[src/rtl/fifo_write_arbiter.sv]
// Round-robin write-port arbiter in front of fifo_async: one requester owns the port for up to
// MAX_BURST words, and writes are suppressed while the FIFO reports full. Optional stall counter: FIFO_WRITE_ARBITER_STATS_EN.
module fifo_write_arbiter #(
    parameter int NUM_REQ    = 4,
    parameter int DATA_WIDTH = 32,
    parameter int MAX_BURST  = 4
) (
    input  logic                            clk_i,
    input  logic                            reset_i,
    input  logic [NUM_REQ-1:0]              req_i,
    input  logic [NUM_REQ*DATA_WIDTH-1:0]   data_i,
    output logic [NUM_REQ-1:0]              ready_o,
    input  logic                            full_i,
    output logic                            write_en_o,
    output logic [DATA_WIDTH-1:0]           data_o,
    output logic [NUM_REQ-1:0]              grant_o,
    output logic                            busy_o
`ifdef FIFO_WRITE_ARBITER_STATS_EN
    ,
    output logic [15:0]                     stall_cnt_o
`endif
);

    localparam int OWNER_W = $clog2(NUM_REQ);
    localparam int BURST_W = $clog2(MAX_BURST + 1);
    localparam logic [BURST_W-1:0] LAST_BEAT = BURST_W'(MAX_BURST - 1);
    localparam logic [OWNER_W-1:0] LAST_REQ  = OWNER_W'(NUM_REQ - 1);
    localparam logic [OWNER_W:0]   NUM_REQ_EXT = (OWNER_W + 1)'(NUM_REQ);

    typedef enum logic {IDLE, GRANT} state_t;

    state_t                 state_reg, state_next;
    logic [OWNER_W-1:0]     owner_reg, owner_next;
    logic [OWNER_W-1:0]     rr_ptr_reg, rr_ptr_next;
    logic [BURST_W-1:0]     burst_cnt_reg, burst_cnt_next;
    logic [OWNER_W-1:0]     pick;
    logic [OWNER_W-1:0]     owner_inc;
    logic [OWNER_W:0]       scan_idx;
    logic                   pick_found;
    logic                   owner_req;
    logic                   accept;
    logic [DATA_WIDTH-1:0]  data_arr [NUM_REQ];

    generate
        for (genvar gi = 0; gi < NUM_REQ; gi++) begin : g_req
            assign data_arr[gi] = data_i[gi*DATA_WIDTH +: DATA_WIDTH];
            assign grant_o[gi]  = busy_o && (owner_reg == OWNER_W'(gi));
            assign ready_o[gi]  = accept && (owner_reg == OWNER_W'(gi));
        end
    endgenerate

    assign busy_o     = (state_reg == GRANT);
    assign owner_req  = req_i[owner_reg];
    assign accept     = busy_o && owner_req && !full_i;
    assign write_en_o = accept;
    assign data_o     = busy_o ? data_arr[owner_reg] : '0;
    assign owner_inc  = (owner_reg == LAST_REQ) ? '0 : owner_reg + 1'b1;

    // First requester at or after rr_ptr, wrapping past NUM_REQ-1 back to 0.
    always_comb begin
        pick       = rr_ptr_reg;
        pick_found = 1'b0;
        scan_idx   = '0;
        for (int i = 0; i < NUM_REQ; i++) begin
            scan_idx = {1'b0, rr_ptr_reg} + (OWNER_W + 1)'(i);
            if (scan_idx >= NUM_REQ_EXT) begin
                scan_idx = scan_idx - NUM_REQ_EXT;
            end
            if (!pick_found && req_i[scan_idx[OWNER_W-1:0]]) begin
                pick       = scan_idx[OWNER_W-1:0];
                pick_found = 1'b1;
            end
        end
    end

    always_comb begin
        state_next     = state_reg;
        owner_next     = owner_reg;
        rr_ptr_next    = rr_ptr_reg;
        burst_cnt_next = burst_cnt_reg;
        case (state_reg)
            IDLE: begin
                if (|req_i) begin
                    state_next     = GRANT;
                    owner_next     = pick;
                    burst_cnt_next = '0;
                end
            end
            GRANT: begin
                if (accept) begin
                    if (burst_cnt_reg == LAST_BEAT) begin
                        state_next  = IDLE;
                        rr_ptr_next = owner_inc;
                    end else begin
                        burst_cnt_next = burst_cnt_reg + 1'b1;
                    end
                end else if (!owner_req) begin
                    state_next  = IDLE;
                    rr_ptr_next = owner_inc;
                end
                // Owner still requesting but FIFO full: hold everything, budget untouched.
            end
            default: state_next = IDLE;
        endcase
    end

    always_ff @(posedge clk_i) begin
        if (reset_i) begin
            state_reg     <= IDLE;
            owner_reg     <= '0;
            rr_ptr_reg    <= '0;
            burst_cnt_reg <= '0;
        end else begin
            state_reg     <= state_next;
            owner_reg     <= owner_next;
            rr_ptr_reg    <= rr_ptr_next;
            burst_cnt_reg <= burst_cnt_next;
        end
    end

`ifdef FIFO_WRITE_ARBITER_STATS_EN
    logic [15:0] stall_cnt_reg;

    always_ff @(posedge clk_i) begin
        if (reset_i) begin
            stall_cnt_reg <= '0;
        end else if (busy_o && owner_req && full_i && (stall_cnt_reg != 16'hFFFF)) begin
            stall_cnt_reg <= stall_cnt_reg + 16'd1;
        end
    end

    assign stall_cnt_o = stall_cnt_reg;
`endif

endmodule

[config.mk]
export PLATFORM = sky130hd
export DESIGN_NAME = fifo_write_arbiter
export DESIGN_NICKNAME = d
export VERILOG_FILES = /design/src/rtl/fifo_write_arbiter.sv
export SDC_FILE = /design/constraint.sdc
export NUM_CORES = 1
export LEC_CHECK = 0
export CAP_MARGIN = 20
export CORE_ASPECT_RATIO = 0.5
export CORE_MARGIN = 2
export CORE_UTILIZATION = 27
export CTS_CLUSTER_SIZE = 8
export DETAILED_ROUTE_END_ITERATION = 8
export PLACE_DENSITY = 0.88
export SLEW_MARGIN = 20
export SYNTH_ARGS = -nofsm -noshare
export SYNTH_HDL_FRONTEND = slang
export SYNTH_SLANG_ARGS = --single-unit
[constraint.sdc]
create_clock -name clk_i -period 1.85 [get_ports clk_i]
set_clock_uncertainty 0.05 [all_clocks]
set_input_delay 0.37 -clock clk_i [delete_from_list [all_inputs] [get_ports clk_i]]
set_output_delay 0.37 -clock clk_i [all_outputs]
set_load 0.01 [all_outputs]
==> results of run 1 <==
[power breakdown]
| part | internal (mW) | leakage [nW] | switching, mW |
|---|---|---|---|
| clock | 0.280 | 0.0370 | 0.0964 |
| sequential | 0.185 | 0.0665 | 0.0163 |
| combinational | 0.716 | 1.43 | 0.351 |
[kinds of logic (layout without fill, tap and decap cells)]
kind of cell | Yosys count | count (layout)
AOI/OAI and AO/OA | 14 | 14
adders and majority gates | 6 | 6
buffers and inverters | 22 | 213
DFF | 8 | 8
muxes | 40 | 40
and+or+nand+nor | 68 | 68
[metal layers]
layer,global-route usage [%],vias to the layer above,wire length (um)
met5,0,-,0
met3,3.55,24,423
li1,-,989,-
met2,44.0,79,4640
met4,5.78,0,155
met1,26.2,1058,3050
[synth_stat cells]
cell	instances	area [sq um]
clkbuf_1	8	30.0
buf_2	2	10.0
nand2_1	1	3.75
mux4_2	33	743
nand2b_1	3	18.8
and3_1	4	25.0
and2_1	37	231
o21ai_0	3	15.0
o32ai_1	1	8.76
o22ai_1	1	6.26
mux2_4	3	45.0
o41ai_1	1	8.76
dfxtp_1	8	160
nor4bb_1	1	10.0
nor4_1	1	6.26
inv_1	6	22.5
nand3_1	4	20.0
nor2_2	2	12.5
a21oi_1	5	25.0
mux2_1	3	33.8
nand3_2	1	10.0
ha_1	6	75.1
mux2i_1	1	10.0
a31oi_1	1	6.26
nor2b_1	6	37.5
nor3_1	2	10.0
and3_4	1	11.3
o31ai_1	1	7.51
nor2_1	2	7.51
o221ai_1	1	8.76
buf_6	6	67.6
nand3b_1	2	15.0
or2_1	1	6.26
[repair_timing]
item / CTS / global route
pin swaps: 4 / 3
gates cloned: 4 / 0
buffers inserted: 7 / 2
setup endpoints to repair: 41 / 42
resized for setup: 189 / 35
[metrics by stage]
step                instances  area [sq um]  hold slack, ns
global route              437          3910           0.470
detailed placement        424          3650           0.417
global placement          424          3650           0.415
finish                    437          3910           0.429
CTS                       438          3820           0.438
floorplan                 158          1710           0.402
[area by class of cell]
class / instances / area (sq um) / share of cell area (%)
tap: 88 / 110 / 2.82
sequential: 8 / 165 / 4.23
multi-input combinational: 128 / 1500 / 38.3
inverter: 6 / 22.5 / 0.576
clock buffer: 3 / 75.1 / 1.92
timing repair buffer: 204 / 2040 / 52.2
[worst paths after layout]
path | to | slack [ns] | cells past startpoint | startpoint
worst max-delay path | ready_o[3] | -0.30 | 5 | owner_reg[0]
worst min-delay path | burst_cnt_reg[1] | 0.43 | 2 | burst_cnt_reg[1]
worst max register to register | burst_cnt_reg[0] | -0.07 | 7 | owner_reg[0]
worst min register to register | burst_cnt_reg[1] | 0.43 | 2 | burst_cnt_reg[1]
[critical path: cells and delay by family (launching register included)]
| family | cells | cell delay (ns) |
|---|---|---|
| and+or+nand+nor | 1 | 0.17 |
| DFF | 1 | 0.38 |
| muxes | 1 | 0.56 |
| buffers and inverters | 3 | 0.37 |
==> summary.md, run 1 <==
The flow ran to the end, but the final reports show violations. The final reports fail on negative setup slack. During I/O placement, the number of pins put on the boundary was 177. Leaving out fill and tap cells, the most frequent cells in the layout are clkdlybuf4s50_1, mux4_2, buf_6. The register with the most flip-flops in the layout has 3 of them. The worst setup path is launched from a flip-flop.

The cell count after synthesis came out at 158. The tools report the count of final setup violators as 41. Dividing the synthesized area by the synthesized cell count gives 10.8 sq um.

The overall power consumption was 1.64 mW; the aggregate negative setup slack was -8.43 ns. Headroom to the max-slew limit came out at 69.0%. The arithmetic-cell share of the synthesized area counting full adders, half adders and majority gates is 4.39%, and the maximum fanout along the worst path is 5. The run gives 0 as the number of synthesis warnings.

Start-to-end type of the worst setup path: flip-flop to primary output. After global routing the overflow that remains totals 0. After Yosys synthesis, and, or, nand and nor cells account for 24.9% of the synthesized area. After detailed routing, the average wire length per cell comes to 18.9 um.

The global-route wire length before repair is 12,000 um, and the max capacitance violation total is 0. The maximum root-to-sink buffer count is 2. Vertical die dimension: 60.3 um. The time the worst path needs with I/O delays and setup is 2.15 ns, and the detailed placer's ending HPWL is 6310 um.

The most common cell after layout, fill and taps aside is clkdlybuf4s50_1. At the end of routability-driven placement, the weighted congestion stood at 0.821. The run gives 33 as the maximum number of pins on one net before global-route repair. The number of nets in the synthesized netlist is 299. Sequential elements use 9.37% of the synthesized area. Setup repair after global routing could not meet its margin everywhere. The initial core utilization was 28.1%. The nature of the critical path endpoint is a primary output. The worst stage delay on the critical path was 0.56 ns.

The die is 117 um wide. The worst slack at placement is -0.657 ns. Global routing used 22.6% of the available tracks across all layers.

The clock root buffer was clkbuf_16. The later pin in the worst-skew pair is clocked with a latency of 0.24 ns. The via count of the first global-routing pass was 2,344; the clock-pin slew reported for the worst setup and hold paths after clock tree synthesis was 0.04 ns. The synthesized netlist devotes 5.05% of its cell area to compound gates.

The mapped cell area was 1710 sq um. The multiplexer share of the synthesized area was 48.7%; the worst setup margin was -0.295 ns. The first-pass iteration count of the detailed router was 4; the end-of-flow core utilization was 64.3%. The initial DRC count is 94, and the total power per unit cell area is 421 nW/um^2. From synthesis to final layout, the design area changed by 129%. The run gives 0 as the number of antenna violations at the first check in global routing. The area of the die was 7020 sq um; the number of clock buffers inserted by TritonCTS was 3. Number of vias in the routed layout: 2,150. Layout cell share with drive strength beyond 1: 39.3%. The logs give 0 for the number of max-slew violations in the final report and 1.73 ns for the arrival time at the worst endpoint.

Counting distinct cell types in the post-synthesis netlist gives 33. The net count of the finished layout was 492; the count of state elements after synthesis was 8. The clock drives 8 sinks. In the finished design, the share of the clock period the worst path needs comes to 116%.

At the pin with the least slew margin, the transition time is 0.463 ns. The count of antenna-violating nets left after detailed routing was 0. Combinational family with the most area after synthesis: multiplexers. The number of diodes added for antenna fixing came out at 0.

Traced cell by cell, the critical path runs through buf_6 -> mux4_2 -> buf_6 -> and3_4 -> buf_6. The number of hold-repair buffers added at the cts stage is 0. The number of H-tree levels came out at 1. The path class of the tightest hold or removal check is flip-flop to flip-flop.

The run gives 0 as the count of unresolved DRC violations after routing. The slowest stage of the critical path belongs to the cell mux4_2. The maximum achievable frequency is 466 MHz.

The run gives 1.43 ns as the required time of the critical path. The most numerous cell type found on the critical path is buf_6. The maximum vdd drop is 0.510 mV, and the area share of xor/xnor cells in the synthesized design is 0%. TritonCTS built the clock tree. The analysis attributes to cell leakage a power of 1.54 nW. The region available for standard cell placement spans 6080 sq um. During placement, the flow inserted port buffers numbering 176. In the routed layout, each cell is associated on average with a via count of 4.92. Counting the fill cells in the layout gives 486.

Wires add up to 8270 um. After floorplanning, the core was divided into 20 placement rows. The tools report the hold violation count in the final report as 0.
No activity file was read; power rests on OpenSTA's default activity.
==> run 2, diff against run 1 <==
Settings changed: GPL_TIMING_DRIVEN set to 0.
==> run 2 against run 1 <==
  * The flow still finishes with violations (negative setup slack)
  * Global-route usage increased by 0.19 points
  * Fmax down 0.60%
  * Clock power is essentially flat
  * Sequential cell count unchanged
  * Critical endpoint is now write_en_o
  * Critical path type unchanged
  * Register-to-register slack got worse by 0.15 ns
  * Die area did not move
  * Sequential share of layout area hardly changed
  * First-iteration DRC count grew 24%
  * Via count rose by 4.1%
  * Power grew 2.8%
==> summary.md, run 2 (synthesis results as in run 1) <==
For the number of H-tree levels, the log shows 1. Global routing used 22.8% of the available tracks across all layers. 0 antenna diodes ended up in the layout. Global-route wire length before repair: 12,100 um.

The normalized max-slew margin is 65.6%, and the total power per unit cell area is 429 nW/um^2. Required time of the critical path: 1.43 ns. STA classifies the critical path startpoint as a flip-flop. For the worst setup path, the data arrival time is 1.74 ns. The count of unresolved DRC violations after routing was 0. The max capacitance violation total came out at 0. In the routed layout, each cell is associated on average with a via count of 5.10. Including well taps, the total number of placed cells is 420. The tools report the count of antenna-violating nets left after detailed routing as 0.

The library cell used most frequently in the layout, excluding fill and tap cells, is clkdlybuf4s50_1. After filler insertion, the fill cell instance count of the layout stands at 455. Clock latency on the worst-skew pair, taken at its later pin, is 0.24 ns.

On the worst path, the slowest cell contributes a delay of 0.56 ns. In this run the critical register-to-register path is captured at burst_cnt_reg[2]. Cells fill 64.9% of the core in the end. The via count of the first global-routing pass was 2,389; the first-pass iteration count of the detailed router was 4. Of all nets on the critical path, the largest fanout is 5.

For this design the top-level I/O count stands at 177. The register-to-register setup slack was -0.22 ns. End point of the critical path: write_en_o.

No sink is reached through more buffers than the 2 on the longest clock path. The count of cells along the worst hold path works out to 2. The hold violation count in the final report was 0. The vertical die dimension came out at 60.3 um.

The CTS sink count is 8, and the area of the die is 7020 sq um. The die is 117 um wide. Leaving out fill and tap cells, the most frequent cells in the layout are clkdlybuf4s50_1, mux4_2, buf_6. STA classifies the critical path endpoint as a primary output. The wire length per cell was 20.1 um. The flow ran to the end, but the final reports show violations.

The register with the most flip-flops in the layout has 3 of them. Setup violations remaining at the end of the flow were counted as 42. The number of standard cells in the final layout excluding fillers is 439. The path category of the worst min-delay check was flip-flop to flip-flop. The logs give 2,238 for the number of vias in the routed layout and 0 for the number of max-slew violations in the final report.

The setup path with the least slack is of type flip-flop to primary output. The number of cell instances on the worst register-to-register path was 8. The number of clock buffers inserted by TritonCTS was 3.

Traced cell by cell, the critical path runs through buf_6 -> mux4_2 -> buf_6 -> and2_4 -> buf_6. The cell occurring most often along the worst timing path is buf_6. The net count of the finished layout is 494. Buffers placed on the I/O ports in this run total 174. Actual transition at the worst max-transition pin: 0.516 ns. The run gives 6510 um as the detailed placer's ending HPWL.

The time the worst path needs with I/O delays and setup is 2.16 ns, and the worst slack at placement is -0.799 ns. After clock tree synthesis, the clock-pin slew on the worst setup and hold paths is 0.04 ns. The area growth from synthesis to layout is 131%.

The cell with the largest stage delay on the worst path was mux4_2. In the final layout, the share of cells above drive strength 1 is 41.3%. The total global routing overflow was 0; the number of hold-repair buffers added at the cts stage was 0. In the finished design, the share of the clock period the worst path needs comes to 117%. Entering global routing, the biggest net connects 11 pins. The detailed router finished its first iteration with 117 violations. TritonCTS built the clock tree. In this run the critical register-to-register path is launched from owner_reg[0].

The final reports fail on negative setup slack. Routability-driven placement finished with a final weighted congestion of 0.875. The number of antenna violations at the first check in global routing is 0, and the maximum achievable frequency is 463 MHz. The initial utilization of the core area, before any placement, comes to 28.1%.

The run gives 0.410 mV as the maximum vdd drop. The final wirelength is 8840 um. The run gives -0.308 ns as the worst setup margin. The clock root buffer is clkbuf_16. The initialized floorplan defines 20 standard-cell rows. Setup repair after global routing could not meet its margin everywhere. The worst setup path startpoint was owner_reg[0]. For this design the static power due to leakage is 1.55 nW. The region available for standard cell placement spans 6080 sq um.
==> run 2: final cells by class <==
cell class | count | area (sq um) | area share, %
Buffer | 16 | 174 | 4.41
Clock buffer | 3 | 75.1 | 1.90
Inverter | 6 | 27.5 | 0.698
Sequential cell | 8 | 166 | 4.22
Multi-Input combinational cell | 128 | 1530 | 38.8
Tap cell | 88 | 110 | 2.79
Timing Repair Buffer | 190 | 1860 | 47.2
==> run 2: repair_timing <==
action / in CTS / in global routing
hold endpoints to repair: 0 / 0
setup buffers: 11 / 5
resized for setup: 211 / 52
gates cloned: 3 / 0
setup endpoints to repair: 43 / 43
pin swaps: 15 / 7
==> run 2: worst min path at each step <==
stage / from / endpoint / slack (ns)
4_1_cts: burst_cnt_reg[1] / burst_cnt_reg[1] / 0.44
3_5_place_dp: burst_cnt_reg[1] / burst_cnt_reg[1] / 0.43
5_1_grt: burst_cnt_reg[1] / burst_cnt_reg[1] / 0.44
2_1_floorplan: burst_cnt_reg[1] / burst_cnt_reg[1] / 0.40
6_report: burst_cnt_reg[1] / burst_cnt_reg[1] / 0.44
3_3_place_gp: burst_cnt_reg[1] / burst_cnt_reg[1] / 0.42
==> run 2: power breakdown <==
| group | internal, mW | switching (mW) |
|---|---|---|
| Sequential | 0.186 | 0.0187 |
| Combinational | 0.733 | 0.376 |
| Clock | 0.280 | 0.0970 |
==> run 2: layer usage <==
layer	part of all wire (%)	vias to the layer above	GRT usage (%)
li1	-	994	-
met1	36	1113	24.8
met2	55	99	43.4
met3	6.2	32	5.17
met4	3.2	0	9.69
met5	0	-	0
==> run 2: metrics by stage <==
stage | TNS, ns | hold WS [ns] | area [sq um] | power, mW
5_1_grt | -10.73 | 0.444 | 3940 | 1.75
2_1_floorplan | 0 | 0.402 | 1710 | 0.616
6_report | -9.33 | 0.440 | 3940 | 1.69
4_1_cts | -8.46 | 0.443 | 3780 | 1.58
3_3_place_gp | -24.15 | 0.415 | 3560 | 1.10
3_5_place_dp | -25.79 | 0.430 | 3560 | 1.13
==> run 2: worst max-delay path: cells and delay by family, from the launching register on <==
family	cells	cell delay [ns]
simple gates	1	0.16
mux	1	0.56
buf+inv	3	0.40
flops	1	0.37
